===== config.mk =====
export PLATFORM = sky130hd
export DESIGN_NAME = game_sequencer
export DESIGN_NICKNAME = d
export VERILOG_FILES = /design/src/rtl/game_pkg.sv /design/src/rtl/tick_gen.sv /design/src/rtl/game_sequencer.sv
export SDC_FILE = /design/constraint.sdc
export NUM_CORES = 1
export LEC_CHECK = 0
export ABC_AREA = 1
export BUFFER_PORTS_ARGS = -buffer_cell sky130_fd_sc_hd__clkbuf_2
export CORE_MARGIN = 8
export CORE_UTILIZATION = 33
export CTS_BUF_LIST = sky130_fd_sc_hd__clkbuf_4
export CTS_CLUSTER_SIZE = 30
export DETAILED_ROUTE_END_ITERATION = 16
export PLACE_DENSITY = 0.49
export SLEW_MARGIN = 15
export SYNTH_ARGS = -nofsm -noshare
export SYNTH_HDL_FRONTEND = slang
export SYNTH_SLANG_ARGS = --single-unit

===== constraint.sdc =====
create_clock -name clock -period 3.4 [get_ports clock]
set_input_delay 0.51 -clock clock [delete_from_list [all_inputs] [get_ports clock]]
set_output_delay 0.51 -clock clock [all_outputs]
set_load 0.005 [all_outputs]

===== src/rtl/game_pkg.sv =====
// Shared definitions for the flappy-bird game blocks: game phases and default timing constants.
package game_pkg;

    typedef enum logic [1:0] {
        IDLE = 2'd0,
        ARM  = 2'd1,
        PLAY = 2'd2,
        OVER = 2'd3
    } game_state_t;

    localparam int unsigned SCROLL_DIV_DEFAULT = 50_000_000;
    localparam int unsigned FALL_DIV_DEFAULT   = 25_000_000;
    localparam int unsigned HOLDOFF_DEFAULT    = 100_000_000;
    localparam int unsigned SCORE_W_DEFAULT    = 8;

endpackage


===== src/rtl/tick_gen.sv =====
// Free-running prescaler: emits a 1-cycle tick the cycle after the count wraps from DIV-1 to 0.
module tick_gen #(
    parameter int unsigned DIV = 2
) (
    input  logic clock,
    input  logic clear,
    input  logic enable,
    output logic tick
);

    localparam int unsigned CW = $clog2(DIV + 1);
    localparam logic [CW-1:0] LAST = CW'(DIV - 1);

    logic [CW-1:0] r_count;

    // Count enabled cycles; clear restarts from zero and drops any pending tick.
    always_ff @(posedge clock) begin
        if (clear) begin
            r_count <= '0;
            tick    <= 1'b0;
        end else if (enable) begin
            if (r_count == LAST) begin
                r_count <= '0;
                tick    <= 1'b1;
            end else begin
                r_count <= r_count + 1'b1;
                tick    <= 1'b0;
            end
        end else begin
            tick <= 1'b0;
        end
    end

endmodule


===== src/rtl/game_sequencer.sv =====
// Game-flow controller: IDLE -> ARM -> PLAY -> OVER, with tick generation, flap forwarding and scoring.
module game_sequencer
    import game_pkg::*;
#(
    parameter int unsigned SCROLL_DIV = SCROLL_DIV_DEFAULT,
    parameter int unsigned FALL_DIV   = FALL_DIV_DEFAULT,
    parameter int unsigned HOLDOFF    = HOLDOFF_DEFAULT,
    parameter int unsigned SCORE_W    = SCORE_W_DEFAULT
) (
    input  logic               clock,
    input  logic               reset,
    input  logic               flap_btn,
    input  logic               pipe_pass,
    input  logic               lossDetect,
    output logic               clr_collide,
    output logic               scroll_tick,
    output logic               fall_tick,
    output logic               flap_pulse,
    output logic               playing,
    output logic               game_over,
    output logic [SCORE_W-1:0] score,
    output logic [SCORE_W-1:0] best_score
);

    localparam int unsigned HW = $clog2(HOLDOFF + 1);
    localparam logic [HW-1:0]      HOLDOFF_LAST = HW'(HOLDOFF);
    localparam logic [SCORE_W-1:0] SCORE_MAX    = '1;

    game_state_t        r_state;
    game_state_t        w_next_state;
    logic               r_flap_q;
    logic               w_flap_rise;
    logic               r_clr_collide;
    logic               r_flap_pulse;
    logic               r_playing;
    logic               r_game_over;
    logic [SCORE_W-1:0] r_score;
    logic [SCORE_W-1:0] r_best;
    logic [HW-1:0]      r_holdoff;

    logic               w_flap_pulse_next;
    logic [SCORE_W-1:0] w_score_next;
    logic [SCORE_W-1:0] w_best_next;
    logic [HW-1:0]      w_holdoff_next;
    logic               w_tick_clear;
    logic               w_tick_enable;

    assign w_flap_rise = flap_btn & ~r_flap_q;

    // Reset must also wipe the prescalers, which only have a clear input.
    assign w_tick_clear  = reset | (r_state == ARM);
    assign w_tick_enable = (r_state == PLAY) & ~lossDetect;

    tick_gen #(.DIV(SCROLL_DIV)) u_scroll (
        .clock  (clock),
        .clear  (w_tick_clear),
        .enable (w_tick_enable),
        .tick   (scroll_tick)
    );

    tick_gen #(.DIV(FALL_DIV)) u_fall (
        .clock  (clock),
        .clear  (w_tick_clear),
        .enable (w_tick_enable),
        .tick   (fall_tick)
    );

    // Game phase register.
    always_ff @(posedge clock) begin
        if (reset) begin
            r_state <= IDLE;
        end else begin
            r_state <= w_next_state;
        end
    end

    // Next phase and next values of score, best score, holdoff and flap pulse; loss beats every PLAY event.
    always_comb begin
        w_next_state      = r_state;
        w_flap_pulse_next = 1'b0;
        w_score_next      = r_score;
        w_best_next       = r_best;
        w_holdoff_next    = r_holdoff;
        case (r_state)
            IDLE: begin
                if (w_flap_rise) begin
                    w_next_state = ARM;
                end
            end
            ARM: begin
                w_score_next = '0;
                w_next_state = PLAY;
            end
            PLAY: begin
                if (lossDetect) begin
                    w_next_state   = OVER;
                    w_holdoff_next = '0;
                    if (r_score > r_best) begin
                        w_best_next = r_score;
                    end
                end else begin
                    w_flap_pulse_next = w_flap_rise;
                    if (pipe_pass && (r_score != SCORE_MAX)) begin
                        w_score_next = r_score + 1'b1;
                    end
                end
            end
            OVER: begin
                if (r_holdoff != HOLDOFF_LAST) begin
                    w_holdoff_next = r_holdoff + 1'b1;
                end
                if (w_flap_rise && (r_holdoff == HOLDOFF_LAST)) begin
                    w_next_state = ARM;
                end
            end
            default: begin
                w_next_state = IDLE;
            end
        endcase
    end

    // Registered outputs follow the phase being entered, so they line up with r_state.
    always_ff @(posedge clock) begin
        if (reset) begin
            r_flap_q      <= 1'b0;
            r_clr_collide <= 1'b1;
            r_flap_pulse  <= 1'b0;
            r_playing     <= 1'b0;
            r_game_over   <= 1'b0;
            r_score       <= '0;
            r_best        <= '0;
            r_holdoff     <= '0;
        end else begin
            r_flap_q      <= flap_btn;
            r_clr_collide <= (w_next_state == IDLE) || (w_next_state == ARM);
            r_flap_pulse  <= w_flap_pulse_next;
            r_playing     <= (w_next_state == PLAY);
            r_game_over   <= (w_next_state == OVER);
            r_score       <= w_score_next;
            r_best        <= w_best_next;
            r_holdoff     <= w_holdoff_next;
        end
    end

    assign clr_collide = r_clr_collide;
    assign flap_pulse  = r_flap_pulse;
    assign playing     = r_playing;
    assign game_over   = r_game_over;
    assign score       = r_score;
    assign best_score  = r_best;

endmodule

Word-level counts from Yosys, hierarchy flattened
Cells that the tools add are included.

Word-level logic and storage cells: 66. Register bits after elaboration: 103. Input bits: 5.

Multiplexer cells: 14. Magnitude comparators: 1. Reduce and logical (&&, ||, !) cells: 12. Add/subtract/negate cells: 4. Bitwise gates (word level): 7. Equal/unequal tests: 15.

Operators with widths (number): 27-bit 2-to-1 mux (2); 27-bit one-hot mux with 2 select lines (1); 27-bit by 1-bit adder with 27-bit output, second input constant (1); 27-bit equality test, second input constant (1); 27-bit inequality test, second input constant (1); 26-bit by 1-bit adder with 26-bit output, second input constant (1); 26-bit equality test, second input constant (1); 26-bit 2-to-1 mux (1); 25-bit by 1-bit adder with 25-bit output, second input constant (1); 25-bit equality test, second input constant (1); 25-bit 2-to-1 mux (1); 8-bit 2-to-1 mux (2); 8-bit one-hot mux with 2 select lines (1); 3-bit AND reduction (3); 8-bit by 1-bit adder with 8-bit output, second input constant (1); 2-bit equality test, second input constant (4); 8-bit greater-than comparator (1); 8-bit inequality test, second input constant (1); 2-bit one-hot mux with 4 select lines (1); 2-bit 2-to-1 mux (3); 2-bit inequality test, second input constant (3); 2-bit by 1-bit equality test with 1-bit output, second input constant (2); 2-bit logical NOT (2); 1-bit inverter (4); other kinds (9) (13).

Depth between registers and ports, before layout
Depth after elaboration: 7. Gate-level depth with buffers: 13. Mapped depth without buffers: 12.

Cells and area by module
From an unflattened synthesis, not the netlist that was laid out.

Cells, all modules: 921. Area total of the unflattened synthesis: 5923.2 sq um.

Modules (own cells, without submodules): game_sequencer (cells an instance 477, seq. area each 1001.0 sq um, times used 1, area each 3015.4 sq um); tick_gen (u_scroll) (cells an instance 223, seq. area each 540.5 sq um, times used 1, area each 1516.5 sq um); tick_gen (u_fall) (cells an instance 221, seq. area each 520.5 sq um, times used 1, area each 1391.3 sq um).

Worst setup path before layout
Ideal clock, no wire load.

Path type: flip-flop to flip-flop. From: register r_score[1], in the netlist score[1]. To: register r_score[5], in the netlist score[5]. Library setup time: 0.128 ns. Arrival time: 1.569 ns. Buffers on the path: 0. Data required time: 3.272 ns. Cell stages (with the launch flop): 11. Path slack: 1.703 ns. Cell sequence: dfxtp_1 > ha_1 > nand2_1 > nor3_1 > nand3_1 > nand2_1 > nand2_2 > inv_1 > nor2_1 > nor2_1 > nor2_1.

Word-level cells in the longest chain between the ends: 4. Elaborated cells between the ends (all ways): 8.

Ends and longest elaborated chain: start, declared (line game_sequencer.sv:37) `logic [SCORE_W-1:0] r_score;`; start signal, assigned (line game_sequencer.sv:139) `r_score <= w_score_next;`; 8-bit by 1-bit adder with 8-bit output or 8-bit inequality test (tied branches) (line game_sequencer.sv:104, game_sequencer.sv:103); 8-bit 2-to-1 mux or 1-bit logical AND (tied branches) (line game_sequencer.sv:103) `if (pipe_pass && (r_score != SCORE_MAX)) begin`; 8-bit 2-to-1 mux or 2-bit by 1-bit inequality test with 1-bit output (tied branches); 8-bit one-hot mux with 2 select lines or 3-bit AND reduction (tied branches).

Parallel ways exist; a longest one is shown, timed or not. The select of a mux whose other input is x is not followed. A chain may end at the register's enable or synchronous reset.

Worst setup path in the final report
From: register r_state[1]. To: register u_scroll.r_count[0].

Word-level cells in the longest chain between the ends: 2. Elaborated cells between the ends (all ways): 4.

Ends and longest elaborated chain: start, declared (line game_sequencer.sv:29) `game_state_t r_state;`; start signal, assigned (line game_sequencer.sv:73) `r_state <= w_next_state;`; 2-bit equality test or 2-bit by 1-bit equality test with 1-bit output (tied branches) (line game_sequencer.sv:52, game_sequencer.sv:51); 1-bit AND or 1-bit OR (tied branches) (line game_sequencer.sv:52, game_sequencer.sv:51); end signal, assigned (line tick_gen.sv:26) `r_count <= r_count + 1'b1;`; end, declared (line tick_gen.sv:14) `logic [CW-1:0] r_count;`.

Parallel ways exist; a longest one is shown, timed or not.

==> reports/qor.yml <==
clock_network:
  cts-root-buf: "clkbuf_4"
  postCtsHoldBufs: 0
  post_cts_buffers: 0
  cts_tree: "built"
  clk_latency_ns: 0.47
  cts_made_buffers: 9
  cts_num_sinks: 103
  clock_path_buffers: 2
  post_cts_resized: 0
  cts.clk_slew.worst_paths_ns: 0.15
  ctsHtreeMaxLevel: 3
yosys:
  synth_top_family_by_area: "simple AND/OR/NAND/NOR gates"
  synthMuxAreaShare: 0.00188
  synth.top_cell.area_share: 0.387
  yosys.area_share.adder: 0.0305
  synthArstFlopShare: 0
  synth_most_common_cell: "nor2_1"
  yosys.area_share.simple: 0.397
  yosysSeqAreaShare: 0.387
  syn_nets: 847
  synth_common_cells: "193 x nor2_1, 184 x nand2_1, 103 x dfxtp_1"
  netlist_area_sq_um: 5330
  synthCells: 829
  ys_warn_count: 0
  synth_edf_count: 0
  synthXorXnorAreaFrac: 0.0230
  synthTopCellsByArea: "dfxtp_1 39%, nor2_1 14%, nand2_1 13%"
  synth_compound_area_frac: 0.0774
  synth.distinct_cells: 34
  syn-mean-instance-area_sq_um: 6.43
  ys_ff_latch: 103
  yosys.area.top_type: "dfxtp_1"
  yosys_most_used_dff: "dfxtp_1"
worst_setup_path:
  cp_data_required_time_ns: 3.81
  cp-end-kind: "flop"
  max_stage_delay_ns: 0.77
  worstPathMaxFanout: 14
  cp_common_cell: "nor2_1"
  critPathLaunchType: "flop"
  path_delay_family: "simple AND/OR/NAND/NOR gates"
  criticalPathCategory: "reg2reg"
  crit_arrival_ns: 2.62
  path_cells: "nor2_1 -> nor2_1 -> buf_4 -> inv_1 -> nor2_1 -> inv_1 -> a21oi_1"
  critPathBufInv: 3
  slowest_stage: "nor2_1"
grt:
  grt_max_degree: 46
  grt_pass1_wl_mm: 21.6
  grt_overflow: 0
  grt_use_total: 0.129
  grt_pass1_vias: 4587
  antenna_found_initial: 1
routing:
  drtIter0Drc: 196
  wire_per_inst_um: 11.6
  vias_per_cell: 4.55
  drc: 0
  first_pass_iters: 4
  ant_nets: 0
  vias: 4898
  wirelength_mm: 12.5
timing:
  rsz0062_at_grt: "no"
  period_share: 0.649
  tightest_slew_ns: 0.909
  hold_slack_ns: 0.317
  clock.fmax_mhz: 453
  final_max_slew_viol_count: 0
  hold_viol: 0
  setup-tns-final_ns: 0
  finClkSkew_ns: 0.0201
  setup-violations-final: 0
  period_needed_ns: 2.21
  relSlewSlack: 0.392
power:
  net-switching-power_mw: 0.520
  p_leak_nw: 2.22
  ir_worst_vdd_v: 0.000153
  swShare: 0.261
  p_comb_frac: 0.065
  clkPwrFrac: 0.319
  intPower_mw: 1.47
  seqPwrFrac: 0.616
  power.density_nw_per_um2: 342
  total_power_mw: 1.99
layout:
  postLayoutCoreUtil: 0.368
  layout-drive-gt1-share: 0.0605
  nNetsFinal: 873
  syn_to_final_growth_pct: 9.13
die:
  coreArea_sq_um: 15800
  num_rows: 46
  dieWidth_um: 143
  io_pins: 27
  initial_utilization: 0.337
  dieArea_sq_um: 20500
  die_y_um: 143
place:
  dpl.hpwl_mm: 9.20
  port_buffers: 26
  place_congestion: 0.759
status:
  status: "completed"
job:
  cap_violations: 0
min_path:
  min_path_type: "in2reg"
==> power by group through the flow <==
stage	combinational [mW]	clock, mW	sequential (mW)
6_report	0.130	0.635	1.23
3_5_place_dp	0.133	0	1.25
4_1_cts	0.133	0.682	1.23
5_1_grt	0.150	0.721	1.23
2_1_floorplan	0.0943	0	1.25
3_3_place_gp	0.134	0	1.25
==> worst reg2reg max path: stages (launching register included) <==
cell     delay [ns]
dfxtp_1        0.44
nor2_1         0.09
nor2_1         0.09
buf_4          0.15
inv_1          0.20
nor2_1         0.77
inv_1          0.24
a21oi_1        0.18
==> layout by cell type, fill, tap and decap left out, types with 2 or more instances in the layout <==
cell type,n
nor2_1,193
nand2_1,184
dfxtp_1,103
inv_1,101
nand3_1,63
a21oi_1,50
nor3_1,29
clkbuf_2,26
o21ai_0,20
nand4_1,17
ha_1,13
clkbuf_4,9
xor2_1,8
xnor2_1,6
nand2_2,4
nand3b_1,3
nor2_2,3
nor4_1,3
a22oi_1,2
clkinv_4,2
clkinv_1,2
buf_4,2
==> path summary, 6_finish.rpt <==
path	from	to	slack, ns	depth (start not counted)
min	flap_btn	r_flap_q	0.32	3
max reg2reg	r_state[1]	u_scroll.r_count[0]	1.19	7
min reg2reg	r_flap_q	flap_pulse	0.49	1
max	r_state[1]	u_scroll.r_count[0]	1.19	7
==> cells by family (layout without fill, tap and decap cells) <==
kind of cell,after synthesis,in the layout
AO/OA/AOI/OAI,79,79
XOR/XNOR,14,14
adder cells (fa/ha/maj),13,13
buffers and inverters,115,145
flip-flops,103,103
multiplexers,1,1
other,0,1
AND/OR/NAND/NOR,504,504
==> state kept, by name (all words and copies together), names as in the netlist <==
| signal | flops |
|---|---|
| clr_collide | 1 |
| r_state | 2 |
| u_fall.r_count | 25 |
| u_fall.tick | 1 |
| r_holdoff | 27 |
| best_score | 8 |
| score | 8 |
| u_scroll.r_count | 26 |
| game_over | 1 |
| playing | 1 |
| flap_pulse | 1 |
| r_flap_q | 1 |
| u_scroll.tick | 1 |
==> per-stage QoR <==
step	worst slack, ns	cell area [sq um]	std cells
finish	1.19	5820	1076
global placement	1.08	5690	1060
detailed placement	1.04	5690	1060
global route	0.876	5820	1076
floorplan	1.70	5330	829
CTS	1.13	5820	1075
==> area by class of cell <==
class / count / area, sq um
fillers: 1749 / 10000
multi-input cells: 611 / 2830
flip-flops and latches: 103 / 2060
inverters: 102 / 383
well taps: 216 / 270
repair buffers: 28 / 145
clock buffers: 9 / 67.6
clock inverters: 6 / 62.6
diodes: 1 / 2.50
==> metal layers <==
| layer | track usage | vias up | share of wire |
|---|---|---|---|
| met5 | 0 | - | 0 |
| met4 | 0.0319 | 0 | 0.0089 |
| met3 | 0.0334 | 7 | 0.034 |
| met2 | 0.220 | 52 | 0.46 |
| met1 | 0.158 | 2146 | 0.50 |
| li1 | - | 2693 | - |
(Power assumes the default switching activity.)
